File: config.mk
export PLATFORM = sky130hd
export DESIGN_NAME = output_layer_collector
export DESIGN_NICKNAME = d
export VERILOG_FILES = /design/src/rtl/output_layer_collector.sv
export SDC_FILE = /design/constraint.sdc
export NUM_CORES = 1
export LEC_CHECK = 0
export ABC_CLOCK_PERIOD_IN_PS = 3500
export BUFFER_PORTS_ARGS = -buffer_cell sky130_fd_sc_hd__buf_4
export CAP_MARGIN = 20
export CORE_MARGIN = 4
export CORE_UTILIZATION = 58
export CTS_BUF_LIST = sky130_fd_sc_hd__clkbuf_2
export DETAILED_ROUTE_END_ITERATION = 10
export PLACE_DENSITY = 0.89
export SETUP_SLACK_MARGIN = 0.1
export SYNTH_ARGS = -nofsm -noshare
export SYNTH_HDL_FRONTEND = slang
export SYNTH_SLANG_ARGS = --single-unit
File: constraint.sdc
create_clock -name clk -period 3.5 [get_ports clk]
set_clock_uncertainty 0.05 [all_clocks]
set_input_delay 0.35 -clock clk [delete_from_list [all_inputs] [get_ports clk]]
set_output_delay 0.35 -clock clk [all_outputs]
set_load 0.02 [all_outputs]
File: src/rtl/output_layer_collector.sv
// Pairs the two output-layer neuron scores, decides the class by argmax and
// presents class/margin to the host over a valid/ack handshake.
module output_layer_collector #(
  parameter int DATA_W  = 17,
  parameter int TIMEOUT = 15,
  parameter int CNT_W   = 8
) (
  input  logic                     clk,
  input  logic                     rst,
  input  logic signed [DATA_W-1:0] in0,
  input  logic                     in0_ready,
  input  logic signed [DATA_W-1:0] in1,
  input  logic                     in1_ready,
  output logic                     result_valid,
  input  logic                     result_ack,
  output logic                     class_id,
  output logic [DATA_W:0]          margin,
  output logic [CNT_W-1:0]         sample_cnt,
  output logic                     timeout_err,
  output logic                     overrun,
  input  logic                     err_clr
);

  localparam int TW = (TIMEOUT > 2) ? $clog2(TIMEOUT) : 1;

  typedef enum logic [1:0] {IDLE, PARTIAL, DECIDE, HOLD} state_t;

  state_t                    state, state_nx;
  logic signed [DATA_W-1:0]  score0, score1;
  logic                      have0, have1;
  logic [TW-1:0]             timer, timer_nx;
  logic                      load0, load1, clr_have, set_ovr, set_to, decide, ack_take;
  logic                      miss, dup;
  logic signed [DATA_W:0]    diff_p0;

  // Sign-extend both operands by one bit so the difference never overflows.
  function automatic logic signed [DATA_W:0] diff_ext(input logic signed [DATA_W-1:0] a,
                                                      input logic signed [DATA_W-1:0] b);
    return $signed({a[DATA_W-1], a}) - $signed({b[DATA_W-1], b});
  endfunction

  function automatic logic [DATA_W:0] abs_mag(input logic signed [DATA_W:0] d);
    return d[DATA_W] ? $unsigned(-d) : $unsigned(d);
  endfunction

  assign diff_p0      = diff_ext(score0, score1);
  assign result_valid = (state == HOLD);
  assign miss         = have0 ? in1_ready : in0_ready;
  assign dup          = have0 ? in0_ready : in1_ready;

  always_comb begin
    state_nx = state;
    timer_nx = timer;
    load0    = 1'b0;
    load1    = 1'b0;
    clr_have = 1'b0;
    set_ovr  = 1'b0;
    set_to   = 1'b0;
    decide   = 1'b0;
    ack_take = 1'b0;
    case (state)
      IDLE, HOLD: begin
        // A HOLD cycle with ack behaves exactly like IDLE for new pulses.
        if (state == IDLE || result_ack) begin
          ack_take = (state == HOLD);
          load0    = in0_ready;
          load1    = in1_ready;
          timer_nx = '0;
          if (in0_ready && in1_ready)      state_nx = DECIDE;
          else if (in0_ready || in1_ready) state_nx = PARTIAL;
          else                             state_nx = IDLE;
        end else begin
          set_ovr = in0_ready | in1_ready;
        end
      end
      PARTIAL: begin
        load0   = in0_ready;
        load1   = in1_ready;
        set_ovr = dup;
        if (miss) begin
          state_nx = DECIDE;
        end else if (timer == TW'(TIMEOUT - 1)) begin
          set_to   = 1'b1;
          clr_have = 1'b1;
          state_nx = IDLE;
        end else begin
          timer_nx = timer + 1'b1;
        end
      end
      DECIDE: begin
        set_ovr  = in0_ready | in1_ready;
        decide   = 1'b1;
        clr_have = 1'b1;
        state_nx = HOLD;
      end
      default: state_nx = IDLE;
    endcase
  end

  always_ff @(posedge clk) begin
    if (rst) begin
      state       <= IDLE;
      timer       <= '0;
      have0       <= 1'b0;
      have1       <= 1'b0;
      score0      <= '0;
      score1      <= '0;
      class_id    <= 1'b0;
      margin      <= '0;
      sample_cnt  <= '0;
      timeout_err <= 1'b0;
      overrun     <= 1'b0;
    end else begin
      state <= state_nx;
      timer <= timer_nx;
      have0 <= clr_have ? 1'b0 : (have0 | load0);
      have1 <= clr_have ? 1'b0 : (have1 | load1);
      if (load0) score0 <= in0;
      if (load1) score1 <= in1;
      // Decision stage: register argmax and margin from the held pair.
      if (decide) begin
        class_id <= diff_p0[DATA_W];
        margin   <= abs_mag(diff_p0);
      end
      sample_cnt  <= sample_cnt + CNT_W'(ack_take);
      timeout_err <= set_to  | (timeout_err & ~err_clr);
      overrun     <= set_ovr | (overrun & ~err_clr);
    end
  end

endmodule

After elaboration in Yosys (flattened, before gate mapping)
Index checks and enable logic that the tools add are counted.
{"block": "word_totals", "regBits": 70, "input_bits": 40, "output_inout_bits": 30, "elab_cells": 64}
{"block": "op_classes", "addsub": 4, "eq_ne": 8, "muxes": 26, "n_bitwise": 7, "reduce_logical": 9}
{"cell": "2-to-1 mux 18 bit", "count": 1}
{"cell": "negator 18 bit", "count": 1}
{"cell": "subtractor 17 x 17 -> 18 bit", "count": 1}
{"cell": "2-to-1 mux 1 bit", "count": 12}
{"cell": "2-to-1 mux 4 bit", "count": 3}
{"cell": "adder 8 x 1 -> 8 bit", "count": 1}
{"cell": "2-to-1 mux 2 bit", "count": 4}
{"cell": "case mux 4 bit (2 select lines)", "count": 1}
{"cell": "inequality test 2 bit, second input constant", "count": 3}
{"cell": "case mux 1 bit (2 select lines)", "count": 3}
{"cell": "case mux 2 bit (3 select lines)", "count": 1}
{"cell": "adder 4 x 1 -> 4 bit, second input constant", "count": 1}
{"cell": "== test 2 bit, second input constant", "count": 2}
{"cell": "== test 4 bit, second input constant", "count": 1}
{"cell": "OR 1 bit", "count": 4}
{"cell": "AND reduction 4 bit", "count": 1}
{"cell": "OR reduction 2 bit", "count": 2}
{"cell": "inequality test 3 bit, second input constant", "count": 1}
{"cell": "case mux 1 bit (3 select lines)", "count": 1}
{"cell": "bitwise AND 1 bit", "count": 2}
{"cell": "== test 2 x 1 -> 1 bit, second input constant", "count": 1}
{"cell": "logical NOT 2 bit", "count": 1}
{"cell": "logical OR 1 bit", "count": 2}
{"cell": "AND reduction 2 bit", "count": 1}
{"cell": "3 further kinds", "count": 3}

Longest topological paths before layout
{"block": "depth", "ltp_word": 5, "ltp_mapped": 13, "ltp_nobuf": 12}

Least setup slack after synthesis
OpenSTA, ideal clock, no wires.
{"block": "synth_path", "kind": "register to register", "from": "reg score1[7]", "to": "reg margin[17]", "setup_time_ps": 57, "t_arrival_ps": 3084, "required_time_ps": 3393, "path_slack_ps": 309, "stages_incl_launch_ff": 12, "path_buffers": 0, "synth_period_minus_slack_ps": 3191, "path_cell_list": "dfxtp_1 -> inv_1 -> ha_1 -> and2_1 -> a21o_1 -> a21o_1 -> or3_1 -> a2111o_1 -> or3_4 -> or4_4 -> nor4_2 -> a21o_1"}
{"block": "synth_between", "elab_chain_len": 3}
{"item": "from (decl)", "line_no": "29", "text": "logic signed [DATA_W-1:0] score0, score1;"}
{"item": "from (signal assigned)", "line_no": "119", "text": "if (load1) score1 <= in1;"}
{"item": "subtractor 17 x 17 -> 18 bit *", "line_no": "39", "text": "return $signed({a[DATA_W-1], a}) - $signed({b[DATA_W-1], b});"}
{"item": "negator 18 bit", "line_no": "43", "text": "return d[DATA_W] ? $unsigned(-d) : $unsigned(d);"}
{"item": "2-to-1 mux 18 bit *", "line_no": "43"}
{"item": "to (signal assigned)", "line_no": "123", "text": "margin <= abs_mag(diff_p0);"}
{"item": "to (decl)", "line_no": "17", "text": "output logic [DATA_W:0] margin,"}
Mark *: on every way between the ends. The rest lies on a longest branch, timed or not.
A chain may end at the register's enable or synchronous reset.

Final worst setup path
{"block": "layout_path", "from": "reg score1[2]", "to": "reg margin[16]"}
The elaborated chain is that of the path after synthesis.

==> metrics.yaml <==
status: "complete, no violations"
synthesis.area_mm2: 0.00403
timing.hold.ws_ns: 0.00183
synth_edf_count: 0
synth_top_family_by_area: "simple AND/OR/NAND/NOR gates"
hold_path_class: "in2reg"
rsz0062_at_grt: "no"
hpwlAfterDp_um: 7000
max-slew-margin-rel: 0.532
cts-buffers-inserted: 9
dieWidth_um: 91.3
clkLatencyLatePin_ns: 0.52
tightest_slew_ns: 0.703
clkTransAtPathRegs_ns: 0.18
period_share: 0.945
ys_ff_latch: 70
ant_nets: 0
met2WireLength_um: 4750
top_layer: "met4"
fin_setup_tns_ns: 0
port_buffers: 69
diodes: 0
drc: 0
vias: 3914
nNetsFinal: 668
crit_type: "reg2reg"
crit_family: "simple AND/OR/NAND/NOR gates"
initial_core_util: 0.596
routedWlPerCell_um: 14.5
syn_to_final_growth_pct: 23.7
crit_buf_inv: 2
crit_chain: "inv_1 -> ha_1 -> nor2b_2 -> buf_4 -> o21a_1 -> nor3_1 -> nor2_1 -> or4_4 -> or3_1 -> a311oi_2 -> mux2i_1 -> a211o_1"
drive_above_1_share: 0.186
fmax_ghz: 0.302
rows: 30
cts_tree: "done"
vdd_drop_max_mv: 0.495
final_util: 0.737
crit_path_end_kind: "flop"
drt_iter0_drc: 208
required_ns: 3.90
cts.path.max_buffers: 2
powerDensity_mw_per_mm2: 1050
setup_viol: 0
die_y_um: 91.3
nFillCells: 494
clock-root-buffer: "clkbuf_2"
multi_input_area_mm2: 0.00251
synth_fa_ha_area_frac: 0.0920
fp.coreArea_mm2: 0.00676
antenna_found_initial: 0
ys_top_cells_by_area: "dfxtp_1 (35%), ha_1 (8.7%), nand2_1 (8.5%), a21oi_1 (6.3%), nor2_1 (4.8%)"
boundaryPins: 70
synth_mux_area_frac: 0.0199
grt_pass1_wl_um: 15700
viasPerCell: 5.74
ys_types: 56
synth_area_per_cell_um2: 7.80
dr.pass1.iters: 4
synth_fp_nets: 585
yosys_warnings: 0
seq_area_mm2: 0.00141
hold_viol: 0
synth_compound_area_frac: 0.192
grt_max_degree: 71
synth_top_area_cell: "dfxtp_1"
max_stage_delay_ns: 0.48
synthDominantCellAreaShare: 0.348
grt_pass1_vias: 3626
design_area_mm2: 0.00498
cellLeakagePower_nw: 2.12
met1_length_um: 4300
ys.flop_type: "dfxtp_1"
yosysMostFrequentCell: "nand2_1"
drv_slew: 0
grt.total_usage: 0.229
r2r_setup_slack_ns: 0.19
grt_overflow: 0
h-tree-depth: 3
crit_arrival_ns: 3.71
clock_sinks: 70
place_area_mm2: 0.00459
cp_max_fo: 5
maxCapViolations: 0
syn_inst: 516
seq_area_frac_synth: 0.348
startpoint_type: "flop"
synth_xor_area_frac: 0.0718
synthSimpleGateAreaFrac: 0.226
synthTopCellsByCount: "nand2_1 (91), dfxtp_1 (70), nor2_1 (52)"
fin_cells: 682
wl_met3_um: 518
die_area_mm2: 0.00834
gp_congestion: 0.847
synthArstFlopShare: 0
worst_path_max_delay_cell: "or4_4"
placed_cells: 644
drt-total-wl_um: 9870
min_period_ns: 3.31
-- metal layers --
metal	track usage	up-vias
met2	0.387	125
met3	0.0539	31
li1	-	1937
met5	0	-
met1	0.275	1821
met4	0.103	0
-- state kept, by name (all words and copies together), names as in the netlist --
signal / flops
class_id: 1
have0: 1
margin: 18
overrun: 1
sample_cnt: 8
score0: 17
score1: 17
state: 2
timeout_err: 1
timer: 4
-- kinds of logic after synthesis --
kind of cell	after synthesis
compound gates	119
xor+xnor	33
fa+ha+maj	29
buf+inv	54
flops	70
mux	8
simple gates	203
-- report_power, final --
| part | internal, mW | switching [mW] | total, mW |
|---|---|---|---|
| Clock | 0.0873 | 0.266 | 0.353 |
| Sequential | 1.01 | 0.133 | 1.15 |
| Combinational | 1.49 | 2.26 | 3.75 |
| Total | 2.59 | 2.66 | 5.25 |
-- what timing repair did --
action                                  CTS  global route
hold buffers                             12            10
setup buffers                             0             2
endpoints found under the hold margin    12            10
endpoints found under the setup margin    2             6
gates resized for setup                   3            13
pin swaps                                 1             4
-- placed cells by master, fill, tap and decap left out, types with 3 or more instances in the layout --
master / count
nand3_1: 13
a21o_1: 8
dlygate4sd3_1: 22
o31ai_1: 4
a21oi_1: 51
xor2_1: 16
dfxtp_1: 66
ha_1: 25
dfxtp_2: 3
clkbuf_2: 11
buf_4: 75
inv_1: 29
mux2i_1: 8
o21a_1: 3
nor3_1: 9
xnor2_1: 16
or3_1: 4
and2_1: 3
a211oi_1: 11
o21ai_0: 12
and3_1: 4
nor2_1: 52
nand2b_1: 6
a211o_1: 4
o2111ai_1: 3
nand2_1: 91
ha_4: 3
-- worst register-to-register path, stage by stage (launching register included) --
cell,delay [ns]
dfxtp_1,0.36
inv_1,0.04
ha_1,0.35
nor2b_2,0.21
buf_4,0.13
o21a_1,0.16
nor3_1,0.23
nor2_1,0.17
or4_4,0.48
or3_1,0.41
a311oi_2,0.25
mux2i_1,0.13
a211o_1,0.27
-- final timing paths --
check,start,end,cells past startpoint
setup / recovery,score1[2],margin[16],12
hold / removal,in1[4],score1[4],3
setup reg to reg,score1[2],margin[16],12
hold reg to reg,score1[2],score1[2],2
-- metrics by stage --
step | worst slack [ns] | total power [mW]
finish | 0.191 | 5.25
global route | 0.0807 | 5.68
CTS | 0.113 | 5.05
detailed placement | 0.0660 | 4.67
global placement | 0.221 | 4.52
floorplan | 0.309 | 3.81
-- layout make-up --
type	count	share of cell area
repair buffers	97	0.157
well taps	80	0.0201
flip-flops and latches	70	0.283
clock buffers	11	0.0111
multi-input cells	392	0.504
inverters	29	0.0219
clock inverters	3	0.00276
Note: power is estimated with default switching activity, not from simulation.
